### config.mk
export PLATFORM = sky130hd
export DESIGN_NAME = dpsk_demod_flat
export DESIGN_NICKNAME = d
export VERILOG_FILES = /design/src/rtl/dpsk_pkg.sv /design/src/rtl/dpsk_demod_if.sv /design/src/rtl/dpsk_delay_line.sv /design/src/rtl/dpsk_demod.sv /design/src/flat_wrapper.sv
export SDC_FILE = /design/constraint.sdc
export NUM_CORES = 1
export LEC_CHECK = 0
export BUFFER_PORTS_ARGS = -buffer_cell sky130_fd_sc_hd__clkbuf_2
export CAP_MARGIN = 20
export CORE_MARGIN = 2
export CORE_UTILIZATION = 45
export CTS_BUF_LIST = sky130_fd_sc_hd__clkbuf_8 sky130_fd_sc_hd__clkbuf_16
export DETAILED_ROUTE_END_ITERATION = 16
export MAX_ROUTING_LAYER = met4
export PLACE_DENSITY = 0.66
export SLEW_MARGIN = 20
export SYNTH_ARGS = -nofsm -noshare
export SYNTH_HDL_FRONTEND = slang
export SYNTH_SLANG_ARGS = --single-unit
### constraint.sdc
create_clock -name sys_clk -period 23.5 [get_ports sys_clk]
set_clock_uncertainty 0.2 [all_clocks]
set_input_delay 1.175 -clock sys_clk [delete_from_list [all_inputs] [get_ports sys_clk]]
set_output_delay 1.175 -clock sys_clk [all_outputs]
set_load 0.05 [all_outputs]
### src/rtl/dpsk_pkg.sv
// Shared constants, state type and width helpers for the DPSK modem.
// The modulator's build-time constants live here alongside the demodulator's.
package dpsk_pkg;

  localparam int unsigned VcoPrecise    = 12;
  localparam int unsigned Fs            = 48000;
  localparam int unsigned Fb            = 1200;
  localparam int unsigned FrameTotalLen = 64;

  localparam int unsigned ProdW = 2 * VcoPrecise;
  localparam int unsigned AccW  = ProdW + $clog2(Fs / Fb);

  typedef enum logic [1:0] {
    StIdle,
    StRef,
    StRun
  } demod_state_t;

  function automatic int unsigned prod_width(int unsigned w);
    return 2 * w;
  endfunction

  // Product sum of spb terms fits without overflow, including (-2^(w-1))^2 * spb.
  function automatic int unsigned acc_width(int unsigned w, int unsigned spb);
    return 2 * w + $clog2(spb);
  endfunction

  // Width of a counter that holds 0 .. n-1.
  function automatic int unsigned cnt_width(int unsigned n);
    return (n <= 2) ? 1 : $clog2(n);
  endfunction

  // Magnitude in wider arithmetic so the most negative sample is representable.
  function automatic logic [31:0] magnitude(logic signed [31:0] x);
    return (x < 0) ? -x : x;
  endfunction

endpackage

### src/rtl/dpsk_demod_if.sv
// Sample-in / bit-out signal bundle of the DPSK demodulator.
interface dpsk_demod_if #(
  parameter int unsigned W = 8
);
  logic signed [W-1:0] adc_demod_data;
  logic                adc_demod_valid;
  logic                demod_data;
  logic                demod_valid;
  logic                demod_last;
  logic                demod_busy;

  modport master (
    output adc_demod_data,
    output adc_demod_valid,
    input  demod_data,
    input  demod_valid,
    input  demod_last,
    input  demod_busy
  );

  modport slave (
    input  adc_demod_data,
    input  adc_demod_valid,
    output demod_data,
    output demod_valid,
    output demod_last,
    output demod_busy
  );
endinterface

### src/rtl/dpsk_delay_line.sv
// SPB-deep circular sample buffer; read and write share one address, so the read
// returns the sample written SPB writes ago.
module dpsk_delay_line
  import dpsk_pkg::*;
#(
  parameter int unsigned W   = 8,
  parameter int unsigned SPB = 4
) (
  input  logic                clk,
  input  logic                rst,
  input  logic                we,
  input  logic signed [W-1:0] wdata,
  output logic signed [W-1:0] rdata
);

  localparam int unsigned PtrW = cnt_width(SPB);
  localparam logic [PtrW-1:0] PtrLast = PtrW'(SPB - 1);

  logic signed [W-1:0] mem [SPB];
  logic [PtrW-1:0]     ptr_q;

  always_ff @(posedge clk) begin
    if (rst) begin
      ptr_q <= '0;
    end else if (we) begin
      ptr_q <= (ptr_q == PtrLast) ? '0 : ptr_q + PtrW'(1);
    end
  end

  // Contents are not reset; the reference bit always refills them before use.
  always_ff @(posedge clk) begin
    if (we) begin
      mem[ptr_q] <= wdata;
    end
  end

  assign rdata = mem[ptr_q];

endmodule

### src/rtl/dpsk_demod.sv
// DPSK burst demodulator: carrier detect, delay-and-multiply, integrate-and-dump
// over each bit, and sign slicing of the integrated product.
module dpsk_demod
  import dpsk_pkg::*;
#(
  parameter int unsigned W         = VcoPrecise,
  parameter int unsigned SPB       = Fs / Fb,
  parameter int unsigned FRAME_LEN = FrameTotalLen,
  parameter int unsigned THRESH    = 2 ** (W - 2)
) (
  input logic         sys_clk,
  input logic         rst,
  dpsk_demod_if.slave bus
);

  localparam int unsigned PW  = prod_width(W);
  localparam int unsigned AW  = acc_width(W, SPB);
  localparam int unsigned ScW = cnt_width(SPB);
  localparam int unsigned BcW = cnt_width(FRAME_LEN);
  localparam logic [ScW-1:0] SampleLast = ScW'(SPB - 1);
  localparam logic [BcW-1:0] BitLast    = BcW'(FRAME_LEN - 2);

  demod_state_t         state_q, state_d;
  logic [ScW-1:0]       sample_cnt_q, sample_cnt_d;
  logic [BcW-1:0]       bit_cnt_q, bit_cnt_d;
  logic signed [AW-1:0] acc_q, acc_d;
  logic                 data_q, data_d;
  logic                 valid_q, valid_d;
  logic                 last_q, last_d;

  logic signed [W-1:0]  x;
  logic signed [W-1:0]  x_dly;
  logic signed [PW-1:0] prod;
  logic signed [AW-1:0] acc_sum;
  logic                 detect;
  logic                 dl_we;

  assign x       = bus.adc_demod_data;
  assign prod    = PW'(x) * PW'(x_dly);
  assign acc_sum = acc_q + AW'(prod);
  assign detect  = magnitude(32'(x)) >= 32'(THRESH);

  dpsk_delay_line #(
    .W   (W),
    .SPB (SPB)
  ) u_delay_line (
    .clk   (sys_clk),
    .rst   (rst),
    .we    (dl_we),
    .wdata (x),
    .rdata (x_dly)
  );

  always_comb begin
    state_d      = state_q;
    sample_cnt_d = sample_cnt_q;
    bit_cnt_d    = bit_cnt_q;
    acc_d        = acc_q;
    data_d       = data_q;
    valid_d      = 1'b0;
    last_d       = 1'b0;
    dl_we        = 1'b0;

    if (bus.adc_demod_valid) begin
      unique case (state_q)
        StIdle: begin
          if (detect) begin
            dl_we        = 1'b1;
            sample_cnt_d = ScW'(1);
            bit_cnt_d    = '0;
            state_d      = StRef;
          end
        end
        StRef: begin
          dl_we = 1'b1;
          if (sample_cnt_q == SampleLast) begin
            sample_cnt_d = '0;
            acc_d        = '0;
            state_d      = StRun;
          end else begin
            sample_cnt_d = sample_cnt_q + ScW'(1);
          end
        end
        StRun: begin
          dl_we = 1'b1;
          if (sample_cnt_q == SampleLast) begin
            // Negative correlation means a phase inversion, i.e. data bit 1.
            sample_cnt_d = '0;
            data_d       = acc_sum[AW-1];
            valid_d      = 1'b1;
            acc_d        = '0;
            bit_cnt_d    = bit_cnt_q + BcW'(1);
            if (bit_cnt_q == BitLast) begin
              last_d  = 1'b1;
              state_d = StIdle;
            end
          end else begin
            acc_d        = acc_sum;
            sample_cnt_d = sample_cnt_q + ScW'(1);
          end
        end
        default: state_d = StIdle;
      endcase
    end
  end

  always_ff @(posedge sys_clk) begin
    if (rst) begin
      state_q      <= StIdle;
      sample_cnt_q <= '0;
      bit_cnt_q    <= '0;
      acc_q        <= '0;
      data_q       <= 1'b0;
      valid_q      <= 1'b0;
      last_q       <= 1'b0;
    end else begin
      state_q      <= state_d;
      sample_cnt_q <= sample_cnt_d;
      bit_cnt_q    <= bit_cnt_d;
      acc_q        <= acc_d;
      data_q       <= data_d;
      valid_q      <= valid_d;
      last_q       <= last_d;
    end
  end

  assign bus.demod_data  = data_q;
  assign bus.demod_valid = valid_q;
  assign bus.demod_last  = last_q;
  assign bus.demod_busy  = (state_q != StIdle);

endmodule

### src/flat_wrapper.sv
// flat-port wrapper written by rule: the top's interface ports become plain ports
module dpsk_demod_flat import dpsk_pkg::*;
#(
  parameter int unsigned W         = VcoPrecise,
  parameter int unsigned SPB       = Fs / Fb,
  parameter int unsigned FRAME_LEN = FrameTotalLen,
  parameter int unsigned THRESH    = 2 ** (W - 2)
)
  (sys_clk, rst, bus_adc_demod_data, bus_adc_demod_valid, bus_demod_data, bus_demod_valid, bus_demod_last, bus_demod_busy);
  dpsk_demod_if #(.W(W)) bus_i ();
  input logic sys_clk;
  input logic rst;
  input wire logic [$bits(bus_i.adc_demod_data)-1:0] bus_adc_demod_data;
  input wire logic [$bits(bus_i.adc_demod_valid)-1:0] bus_adc_demod_valid;
  output wire logic [$bits(bus_i.demod_data)-1:0] bus_demod_data;
  output wire logic [$bits(bus_i.demod_valid)-1:0] bus_demod_valid;
  output wire logic [$bits(bus_i.demod_last)-1:0] bus_demod_last;
  output wire logic [$bits(bus_i.demod_busy)-1:0] bus_demod_busy;
  assign bus_i.adc_demod_data = bus_adc_demod_data;
  assign bus_i.adc_demod_valid = bus_adc_demod_valid;
  assign bus_demod_data = bus_i.demod_data;
  assign bus_demod_valid = bus_i.demod_valid;
  assign bus_demod_last = bus_i.demod_last;
  assign bus_demod_busy = bus_i.demod_busy;
  dpsk_demod #(.W(W), .SPB(SPB), .FRAME_LEN(FRAME_LEN), .THRESH(THRESH)) u_core (.sys_clk(sys_clk), .rst(rst), .bus(bus_i));
endmodule
# Word level (Yosys, flattened, before mapping)
# Memory sizes are Yosys's and may differ from the RTL's. A register that Yosys moved wholly into a read port is not among the register bits.
# Index checks and enable logic that the tools add are counted.
# totals
mem_count	1
word_cells	67
mem_bits_ro	0
ramBits	480
in_bits	15
output_inout_bits	4
regBits	53
latch_bits	0
# mem_list
memory	depth	word_bits	read_ports	rd_clocked_by_memory_dff	wr	line	text
u_core.u_delay_line.mem	40	12	1	1	1	dpsk_delay_line.sv:19	logic signed [W-1:0] mem [SPB];
# classes
add_sub_neg	5
magnitude_cmp	2
n_bitwise	3
div_mod_pow	0
eq_ne	9
n_shift	0
mux	25
n_reduce_logical	13
multipliers	1
# ops
operator	n
$mux W30	2
$pmux W30 S2	1
$mux W6	7
$ge A32 B11 Y1 const B	1
$mux W32	1
$neg A12 Y32	1
$add A30 B24 Y30	1
$mul A12 B12 Y24	1
$pmux W6 S2	2
$add A6 B1 Y6 const B	3
$eq A6 B6 Y1 const B	3
$lt A12 B1 Y1 const B	1
$reduce_and A3 Y1	3
$mux W2	4
$ne A2 B1 Y1 const B	4
$reduce_bool A2 Y1	4
$mux W1	6
$pmux W2 S3	1
$reduce_and A5 Y1	1
$reduce_and A4 Y1	1
$reduce_or A4 Y1	1
$not A1 Y1	3
$reduce_or A3 Y1	1
$eq A2 B1 Y1 const B	1
4 further kinds	4

# Depth between registers and ports, before layout
# Gate-level depths: netlist (run 1).
# logic_depth
word_depth	8
depth_mapped	30
depth_no_buf	25

# Hierarchy
# Synthesis (run 1) repeated with hierarchy kept, for this count alone.
# hier_totals
cells_unflattened	2067
area_unflattened_um2	28818.9
# by_module_without_submodules
module	area_per_inst_um2	n_inst	seq_area_each_um2	cells_per_inst
dpsk_delay_line	19438.6	1	14654.1	1034
dpsk_demod	9380.2	1	940.9	1033

# Worst setup path before layout (run 1)
# OpenSTA, ideal clock, no wires.
# synth_timing
path_kind	reg2reg
from	reg with a tool-made name
to	reg u_core.acc_q[28]
slack_ns	16.014
setup_ns	0.128
t_required_ns	23.172
arrival_time_ns	7.158
path_stages_with_launch	26
synth_period_minus_slack_ns	7.486
n_path_buf	3
cell_sequence	dfxtp_1 -> buf_6 -> buf_6 -> buf_2 -> mux4_2 -> mux4_2 -> a211oi_2 -> nor2_1 -> nand2_1 -> inv_1 -> fa_1 -> inv_1 -> fa_1 -> inv_1 -> fa_1 -> fa_1 -> fa_1 -> fa_1 -> ha_1 -> a21oi_1 -> o221ai_1 -> a221oi_1 -> o21ai_0 -> a31oi_1 -> xor2_1 -> o21ai_0
# synth_lines
element	line	text
end signal, assigned	dpsk_demod.sv:112	acc_q <= '0;
end signal, assigned	dpsk_demod.sv:120	acc_q <= acc_d;
end, declared	dpsk_demod.sv:26	logic signed [AW-1:0] acc_q, acc_d;

==> metrics.md, run 1 <==
| Metric | Value |
|---|---|
| Clock transition at path regs | `about 0.07 ns` |
| First-pass GRT wire length | `94,700 um` |
| Synth area leaders | `edfxtp_1 (51%), fa_1 (13%), mux4_2 (11%)` |
| Post-synth top area share | `between 50% and 60%` |
| Mapped Avg Cell Area | `15.7 um2` |
| DIE AREA | `around 0.065 mm2` |
| RSZ-0062 raised after global routing | `false` |
| Reg2Reg Depth | `24` |
| Commonest non-fill, non-tap cell in the layout | `edfxtp_1` |
| Via count | `about 15,000` |
| Ports | `19` |
| DR DRC count | `0` |
| Routed wire length | `approximately 60,000 um` |
| Final net count | `2,141` |
| Placeable Area | `roughly 0.06 mm2` |
| CTS resizes | `0` |
| Worst R2R End | `u_core.acc_q[28]` |
| WS Path Type | `register to register` |
| Post-synthesis sequential area ratio | `between 50% and 60%` |
| CP startpoint kind | `register` |
| Drt pass-1 iters | `5` |
| Critical path data arrival time | `9.62 ns` |
| Finish-stage setup viols | `0` |
| Layout cell share with drive strength beyond 1 | `between 10% and 20%` |
| Post-DP HPWL | `between 30,000 and 40,000 um` |
| Post-CTS Setup Bufs | `0` |
| Req. time, crit path | `23.76 ns` |
| Fillers | `between 5,000 and 6,000` |
| Clock Tree Buf Depth | `3` |
| CP Max Fanout | `71` |
| Highest cell delay on the worst timing path | `0.93 ns` |
| HP Start | `u_core.acc_q[20]` |
| CTS Hold Bufs | `0` |
| Post-synthesis instance area | `around 0.028 mm2` |
| Area grow syn2layout | `11.0%` |
| Worst Hold Path EP | `u_core.acc_q[20]` |
| Worst path cell trace | `buf_4 > mux4_2 > mux4_2 > nor2b_1 > a211oi_2 > nor2_1 > nand2_1 > inv_1 > fa_1 > inv_1 > fa_1 > inv_1 > fa_1 > fa_1 > fa_1 > fa_1 > ha_1 > a21oi_1 > o221ai_1 > a221oi_1 > o21ai_0 > a31oi_1 > xor2_1 > o21ai_0` |
| Max Cap Violations | `0` |
| Most frequent cells in the layout | `edfxtp_1 (480), inv_1 (205), fa_1 (186)` |
| GRT Util Overall | `between 20% and 30%` |
| Ant. Diodes | `0` |
| Total global routing overflow | `0` |
| CTS buffer count | `54` |
| Max-slew violation count | `0` |
| Setup TNS | `0 ns` |
| Max_slew headroom | `26.1%` |
| Die X | `254 um` |
| Most used DFF post-synth | `edfxtp_1` |
| Most used cell along the critical path | `fa_1` |
| Slew @ Worst Pin | `1.11 ns` |
| CTS Sinks | `approximately 540` |
| Syn_nets | `about 2,100` |
| Largest net degree at the start of global routing | `between 70 and 80` |
| Antenna Violating Nets Remaining | `0` |
| Initial antenna violation count | `0` |
| Mapped Cells | `roughly 1,800` |
| Layout Cells excl Fill | `approximately 2,700` |
| H-tree depth | `2` |
| Async set-reset flop share out of synthesis | `0%` |
| WHS Path Cells | `2` |
| Status | `completed` |
| Root Driver | `clkbuf_16` |
| Reg2Reg Setup Slack | `~14 ns` |
| Number of instances in the placed design | `roughly 2,600` |
| Fin. Hold Viols | `0` |
| Hold crit path type | `register to register` |
| CP endpoint kind | `register` |
| Initial Utilization | `between 40% and 50%` |
| Yosys reg bits | `between 500 and 600` |
| Iter 0 DRT Violations | `roughly 1,100` |
| Height of the die | `between 200 and 300 um` |
| Synth area leader | `edfxtp_1` |
| Worst-Skew Late Latency | `0.62 ns` |
| CTS tree | `yes` |
| PortBufs | `18` |
| Synth cell types | `74` |
| Vias/cell | `5.52` |
| Final Wtd Congestion | `~0.83` |
| CP max-delay cell | `buf_4` |
| Syn. warnings | `0` |
| Min cycle time layout | `9.36 ns` |
| Peak Freq | `~0.11 GHz` |
| Fin crit share | `between 30% and 40%` |
| Row cnt | `between 90 and 100` |
| Post-synth EDFFs | `480` |
| Vias in the first global route | `approximately 16,000` |
| Wirelength per Cell | `22.1 um` |
-- cells in the mapped netlist, types with 14 or more instances --
library cell,count
inv_1,197
a21oi_1,33
ha_1,88
o21ai_0,32
buf_2,17
and2_1,78
xor2_1,22
edfxtp_1,480
mux2i_1,16
nor3_1,30
clkbuf_1,28
dfxtp_1,59
nor2_1,90
xnor2_1,14
nand2_1,100
fa_1,187
mux4_2,137
-- worst max-delay path: cells and delay by family, from the launching register on --
family,cells,cell delay (ns)
xor gates and xnor gates,1,0.15
adders and majority gates,7,3.36
buffers and inverters,4,1.15
muxes,2,0.91
AOI/OAI and AO/OA,7,1.91
DFF,1,0.82
and+or+nand+nor,3,0.61
-- routing by layer --
layer / vias to the layer above / GRT usage, % / routed length, um
met3: 100 / 2.78 / 3500
met2: 455 / 32.3 / 29300
met5: - / - / 0
met4: 0 / 5.11 / 1430
met1: 7907 / 27.2 / 26100
li1: 6624 / - / -
-- sequential cells by signal (all words and copies together), names as in the netlist, named ones only --
| name | cells |
|---|---|
| u_core.u_delay_line.mem | 480 |
| u_core.u_delay_line.ptr_q | 6 |
| u_core.state_q | 2 |
| u_core.bus.demod_data | 1 |
| u_core.bus.demod_valid | 1 |
| u_core.sample_cnt_q | 6 |
| u_core.bus.demod_last | 1 |
| u_core.acc_q | 30 |
| u_core.bit_cnt_q | 6 |
-- worst max-delay path by stage --
stage                     cells after the start                to
after CTS                                    24  u_core.acc_q[28]
after global placement                       23  u_core.acc_q[28]
after global routing                         24  u_core.acc_q[28]
final                                        24  u_core.acc_q[28]
after floorplan                              25  u_core.acc_q[28]
after detailed placement                     24  u_core.acc_q[28]
-- through the flow --
stage	worst slack, ns	hold slack [ns]	area (um2)	util, %
after detailed placement	14.18	0.242	29300	47.4
after global routing	13.63	0.292	31300	50.6
after floorplan	16.01	0.225	28200	-
final	14.14	0.252	31300	50.6
after global placement	14.10	0.243	29300	47.4
after CTS	14.17	0.257	31300	50.6
-- layout make-up --
| class | count | area [um2] | share of cell area (%) |
|---|---|---|---|
| Clock buffer | 54 | 1350 | 4.32 |
| Clock inverter | 48 | 593 | 1.90 |
| Inverter | 199 | 747 | 2.39 |
| Multi-Input combinational cell | 983 | 11400 | 36.5 |
| Sequential cell | 539 | 15600 | 49.9 |
| Tap cell | 837 | 1050 | 3.35 |
| Timing Repair Buffer | 74 | 510 | 1.63 |
-- cells by family (layout without fill, tap and decap cells) --
logic type | Yosys count | after routing | share of synthesized area [%]
flip-flops | 539 | 539 | 55.3
AND/OR/NAND/NOR | 375 | 375 | 6.61
adder cells (fa/ha/maj) | 275 | 275 | 17.2
buffers and inverters | 270 | 375 | 4.20
multiplexers | 162 | 162 | 12.2
AO/OA/AOI/OAI | 135 | 135 | 3.30
XOR/XNOR | 36 | 36 | 1.12
Power of run 1 is not shown: default switching activity piles up to over one toggle a cycle in this logic, so the estimate is an artifact.
==> run 2, diff against run 1 <==
--- a/config.mk
+++ b/config.mk
@@ -12,7 +12,7 @@
 export CTS_BUF_LIST = sky130_fd_sc_hd__clkbuf_8 sky130_fd_sc_hd__clkbuf_16
 export DETAILED_ROUTE_END_ITERATION = 16
 export MAX_ROUTING_LAYER = met4
-export PLACE_DENSITY = 0.66
+export PLACE_DENSITY = 0.68
 export SLEW_MARGIN = 20
 export SYNTH_ARGS = -nofsm -noshare
 export SYNTH_HDL_FRONTEND = slang
==> constraint.sdc (replaced) <==
create_clock -name sys_clk -period 7.6 [get_ports sys_clk]
set_clock_uncertainty 0.2 [all_clocks]
set_input_delay 0.38 -clock sys_clk [delete_from_list [all_inputs] [get_ports sys_clk]]
set_output_delay 0.38 -clock sys_clk [all_outputs]
set_load 0.05 [all_outputs]
==> metrics.md, run 2 (synthesis results as in run 1) <==
| Metric | Value |
|---|---|
| Setup TNS | `0 ns (unchanged)` |
| Max-slew violation count | `0 (unchanged)` |
| Min cycle time layout | `7.57 ns (was 9.36 ns)` |
| Slew @ Worst Pin | `0.962 ns (was 1.11 ns)` |
| Most frequent cells in the layout | `edfxtp_1 (480), inv_1 (196), buf_4 (187) (was edfxtp_1 (480), inv_1 (205), fa_1 (186))` |
| CTS buffer count | `53 (was 54)` |
| Vias in the first global route | `16,800 (was 16,000)` |
| Via count | `15,800 (was 15,100)` |
| Largest registers | `u_core.u_delay_line.mem (480), u_core.acc_q (30) (unchanged)` |
| Fin. Hold Viols | `0 (unchanged)` |
| Total global routing overflow | `0 (unchanged)` |
| Hold crit path type | `primary input to register (was register to register)` |
| Worst slack, placed | `-0.422 ns (was 14.18 ns)` |
| Area grow syn2layout | `16.7% (was 11.0%)` |
| Clock Tree Buf Depth | `3 (unchanged)` |
| RSZ-0062 raised after global routing | `true (was false)` |
| Post-DP HPWL | `42,800 um (was 38,900 um)` |
| Ant. Diodes | `0 (unchanged)` |
| PortBufs | `18 (unchanged)` |
| Final net count | `2,291 (was 2,141)` |
| CTS tree | `yes (unchanged)` |
| Fin util | `53.2% (was 50.6%)` |
| CP startpoint kind | `register (unchanged)` |
| Antenna Violating Nets Remaining | `0 (unchanged)` |
| Drt pass-1 iters | `5 (unchanged)` |
| H-tree depth | `2 (unchanged)` |
| Initial antenna violation count | `0 (unchanged)` |
| Peak Freq | `0.132 GHz (was 0.107 GHz)` |
| Wirelength per Cell | `21.9 um (was 22.1 um)` |
| WS Path Type | `register to register (unchanged)` |
| DR DRC count | `0 (unchanged)` |
| Commonest non-fill, non-tap cell in the layout | `edfxtp_1 (unchanged)` |
| Layout cell share with drive strength beyond 1 | `27.8% (was 17.9%)` |
| Critical path data arrival time | `7.83 ns (was 9.62 ns)` |
| Final worst setup slack | `0.0334 ns (was 14.14 ns)` |
| Ports | `19 (unchanged)` |
| Vias/cell | `5.49 (was 5.52)` |
| Req. time, crit path | `7.86 ns (was 23.76 ns)` |
| Initial Utilization | `45.6% (unchanged)` |
| Routed wire length | `63,100 um (was 60,300 um)` |
| CTS Sinks | `539 (unchanged)` |
| Root Driver | `clkbuf_16 (unchanged)` |
| GRT Util Overall | `20.9% (was 20.1%)` |
| Max Cap Violations | `0 (unchanged)` |
| Largest Register | `u_core.u_delay_line.mem (unchanged)` |
| Placeable Area | `0.0618 mm2 (unchanged)` |
| Largest net degree at the start of global routing | `46 (was 72)` |
| CP Max Fanout | `8 (was 71)` |
| Highest cell delay on the worst timing path | `0.55 ns (was 0.93 ns)` |
| CP max-delay cell | `fa_1 (was buf_4)` |
| DIE AREA | `0.0646 mm2 (unchanged)` |
| Max_slew headroom | `35.9% (was 26.1%)` |
| Fin crit share | `99.6% (was 39.8%)` |
| CP endpoint kind | `register (unchanged)` |
| First-pass GRT wire length | `98,900 um (was 94,700 um)` |
| Die X | `254 um (unchanged)` |
| Largest register FFs | `480 (unchanged)` |
| Clock transition at path regs | `0.06 ns (was 0.07 ns)` |
| Status | `completed (unchanged)` |
| Row cnt | `91 (unchanged)` |
| CTS Hold Bufs | `0 (unchanged)` |
| Height of the die | `254 um (unchanged)` |
| Finish-stage setup viols | `0 (unchanged)` |
| Worst-Skew Late Latency | `0.62 ns (about the same)` |
| Fillers | `4,921 (was 5,083)` |
| Iter 0 DRT Violations | `1,159 (was 1,100)` |
| Final Wtd Congestion | `0.827 (was 0.834)` |
==> run 2: final cells by class <==
type	instances	area, um2	share of cell area, %
multi-input combinational	983	11900	36.2
clock inverter	43	398	1.21
clock buffer	53	1330	4.03
inverter	199	747	2.27
timing repair buffer	225	1860	5.67
tap	837	1050	3.18
sequential	539	15600	47.4
==> run 2: routing by layer <==
metal	track usage (%)	routed length (um)	share of wire [%]	up-vias
li1	-	-	-	6938
met1	28.2	26800	42	8288
met2	33.5	31000	49	479
met3	3.03	3700	5.9	105
met4	5.88	1740	2.7	0
met5	-	0	0	-
==> run 2: path summary, 6_finish.rpt <==
kind | start | endpoint | slack, ns | depth (start not counted)
setup / recovery | register | u_core.acc_q[18] | 0.03 | 29
hold / removal | bus_adc_demod_valid | u_core.bus.demod_valid | 0.06 | 3
setup reg to reg | register | u_core.acc_q[18] | 0.03 | 29
hold reg to reg | u_core.acc_q[28] | u_core.acc_q[28] | 0.25 | 2
==> run 2: worst max-delay path: cells and delay by family (launching register included) <==
kind / cells / cell delay (ns)
flops: 1 / 0.42
xor+xnor: 1 / 0.16
compound gates: 6 / 1.40
buf+inv: 9 / 0.88
mux: 2 / 0.98
fa+ha+maj: 8 / 3.02
simple gates: 3 / 0.35
==> run 2: stage by stage <==
step	std cells	area [um2]	hold slack, ns
2_1_floorplan	1792	28200	0.225
3_3_place_gp	2764	30500	0.246
3_5_place_dp	2764	30500	0.244
4_1_cts	2866	32400	0.0346
5_1_grt	2879	32900	0.0809
6_report	2879	32900	0.0582
==> run 2: what timing repair did <==
action / CTS / global route
resized for setup: 32 / 83
setup buffers: 5 / 13
pin swaps: 11 / 27
gates cloned: 1 / 0
endpoints found under the setup margin: 19 / 18
hold endpoints to repair: 0 / 0
Power of run 2 is left out for the same reason.
==> run 3, diff against run 2 <==
--- a/config.mk
+++ b/config.mk
@@ -12,7 +12,7 @@
 export CTS_BUF_LIST = sky130_fd_sc_hd__clkbuf_8 sky130_fd_sc_hd__clkbuf_16
 export DETAILED_ROUTE_END_ITERATION = 16
 export MAX_ROUTING_LAYER = met4
-export PLACE_DENSITY = 0.68
+export PLACE_DENSITY = 0.66
 export SLEW_MARGIN = 20
 export SYNTH_ARGS = -nofsm -noshare
 export SYNTH_HDL_FRONTEND = slang
==> constraint.sdc (replaced) <==
create_clock -name sys_clk -period 8.8 [get_ports sys_clk]
set_clock_uncertainty 0.2 [all_clocks]
set_input_delay 0.44 -clock sys_clk [delete_from_list [all_inputs] [get_ports sys_clk]]
set_output_delay 0.44 -clock sys_clk [all_outputs]
set_load 0.01 [all_outputs]
==> metrics.md, run 3 (synthesis results as in run 1) <==
| Metric | Value |
|---|---|
| WS Path Type | `register to register (unchanged)` |
| Via count | `15,200 (was 15,800)` |
| Drt pass-1 iters | `5 (unchanged)` |
| Placeable Area | `0.0618 mm2 (unchanged)` |
| Most used routing layer | `met2 (unchanged)` |
| Clock Tree Buf Depth | `3 (unchanged)` |
| PortBufs | `18 (unchanged)` |
| Min cycle time layout | `8.29 ns (was 7.57 ns)` |
| CP endpoint kind | `register (unchanged)` |
| Iter 0 DRT Violations | `1,174 (was 1,159)` |
| Row cnt | `91 (unchanged)` |
| Post-DP HPWL | `40,900 um (was 42,800 um)` |
| Initial antenna violation count | `2 (was 0)` |
| Status | `completed (unchanged)` |
| Largest register FFs | `480 (unchanged)` |
| Final net count | `2,157 (was 2,291)` |
| Largest net degree at the start of global routing | `54 (was 46)` |
| Max Cap Violations | `0 (unchanged)` |
| Die X | `254 um (unchanged)` |
| Final Wtd Congestion | `0.858 (was 0.827)` |
| CP startpoint kind | `register (unchanged)` |
| Met3 Use GR | `3.62% (was 3.03%)` |
| Clock transition at path regs | `0.06 ns (about the same)` |
| Global routing usage on met1 | `27.6% (was 28.2%)` |
| Post-CTS Setup Bufs | `0 (was 5)` |
| DIE AREA | `0.0646 mm2 (unchanged)` |
| Antenna Violating Nets Remaining | `0 (unchanged)` |
| CTS Sinks | `539 (unchanged)` |
| Height of the die | `254 um (unchanged)` |
| Hold crit path type | `primary input to register (unchanged)` |
| Vias/cell | `5.52 (was 5.49)` |
| Layout cell share with drive strength beyond 1 | `18.3% (was 27.8%)` |
| RSZ-0062 raised after global routing | `false (was true)` |
| H-tree depth | `2 (unchanged)` |
| Vias in the first global route | `16,100 (was 16,800)` |
| Peak Freq | `0.121 GHz (was 0.132 GHz)` |
| Fillers | `5,042 (was 4,921)` |
| Routed wire length | `61,400 um (was 63,100 um)` |
| Setup TNS | `0 ns (unchanged)` |
| Worst-Skew Late Latency | `0.62 ns (about the same)` |
| Ports | `19 (unchanged)` |
| Most frequent cells in the layout | `edfxtp_1 (480), inv_1 (214), fa_1 (186) (was edfxtp_1 (480), inv_1 (196), buf_4 (187))` |
| GRT Util Overall | `20.5% (was 20.9%)` |
| Max-slew violation count | `0 (unchanged)` |
| Wirelength per Cell | `22.3 um (was 21.9 um)` |
| Req. time, crit path | `9.10 ns (was 7.86 ns)` |
| GR Layer Usage met2 | `32.7% (was 33.5%)` |
| Largest registers | `u_core.u_delay_line.mem (480), u_core.acc_q (30) (unchanged)` |
| CTS buffer count | `55 (was 53)` |
| CP Max Fanout | `32 (was 8)` |
| Fin. Hold Viols | `0 (unchanged)` |
| CTS tree | `yes (unchanged)` |
| Max_slew headroom | `34.2% (was 35.9%)` |
| Slew @ Worst Pin | `0.986 ns (was 0.962 ns)` |
| Initial Utilization | `45.6% (unchanged)` |
| First-pass GRT wire length | `96,200 um (was 98,900 um)` |
| Root Driver | `clkbuf_16 (unchanged)` |
| DR DRC count | `0 (unchanged)` |
| Critical path data arrival time | `8.59 ns (was 7.83 ns)` |
| Area grow syn2layout | `10.9% (was 16.7%)` |
| Commonest non-fill, non-tap cell in the layout | `edfxtp_1 (unchanged)` |
| Fin crit share | `94.2% (was 99.6%)` |
| HP Start | `bus_adc_demod_valid (unchanged)` |
| Total global routing overflow | `0 (unchanged)` |
| Largest Register | `u_core.u_delay_line.mem (unchanged)` |
| Finish-stage setup viols | `0 (unchanged)` |
[run 3: cell types whose count changed in the layout (fill, tap and decap cells not counted), sizes merged]
cell,previous run,this run
buf,207,72
clkinv,31,17
inv,206,218
clkbuf,71,74
clkinvlp,0,2
bufinv,5,4
diode,0,1
[run 3: final timing paths]
path | end | slack (ns) | depth (start not counted)
max reg2reg | u_core.bus.demod_data | 0.51 | 22
max | u_core.bus.demod_data | 0.51 | 22
min reg2reg | u_core.acc_q[16] | 0.26 | 2
min | u_core.bus.demod_valid | 0.06 | 3
[run 3: what timing repair did]
item	in CTS	in global routing
resized for setup	0	2
hold buffers	0	0
endpoints found under the setup margin	0	4
[run 3: through the flow]
step	util [%]	std cells	hold WS [ns]	instance area (um2)	setup WS (ns)
finish	50.6	2747	0.0577	31300	0.513
global route	50.6	2747	0.0719	31300	0.0245
CTS	50.5	2745	0.0349	31200	0.419
detailed placement	47.7	2646	0.247	29500	0.481
global placement	47.7	2646	0.240	29500	0.526
floorplan	-	1792	0.225	28200	1.31
[run 3: routing by layer]
metal | up-vias | part of all wire, %
li1 | 6651 | -
met1 | 7963 | 43
met2 | 455 | 49
met3 | 93 | 6.0
met4 | 0 | 2.3
met5 | - | 0
[run 3: worst max-delay path: stages, from the launching register on]
cell      delay, ns
dfxtp_4        0.48
buf_12         0.30
buf_4          0.30
mux4_2         0.55
mux4_2         0.55
a211oi_2       0.45
nor2_2         0.21
nand2_1        0.21
fa_1           0.51
inv_1          0.18
fa_1           0.45
fa_1           0.48
fa_1           0.52
fa_1           0.50
ha_1           0.31
ha_1           0.40
nand2_1        0.11
o21ai_0        0.32
nand4_1        0.22
a32oi_1        0.29
nand2_1        0.16
mux2i_1        0.16
a311oi_1       0.25
[run 3: cell type report]
| cell class | count | area [um2] | share of cell area [%] |
|---|---|---|---|
| sequential | 539 | 15600 | 49.9 |
| multi-input combinational | 983 | 11400 | 36.6 |
| clock buffer | 57 | 1400 | 4.49 |
| tap | 837 | 1050 | 3.35 |
| inverter | 199 | 747 | 2.39 |
| timing repair buffer | 89 | 693 | 2.22 |
| clock inverter | 42 | 337 | 1.08 |
| antenna | 1 | 2.50 | 0.00800 |
Power of run 3 is left out for the same reason.
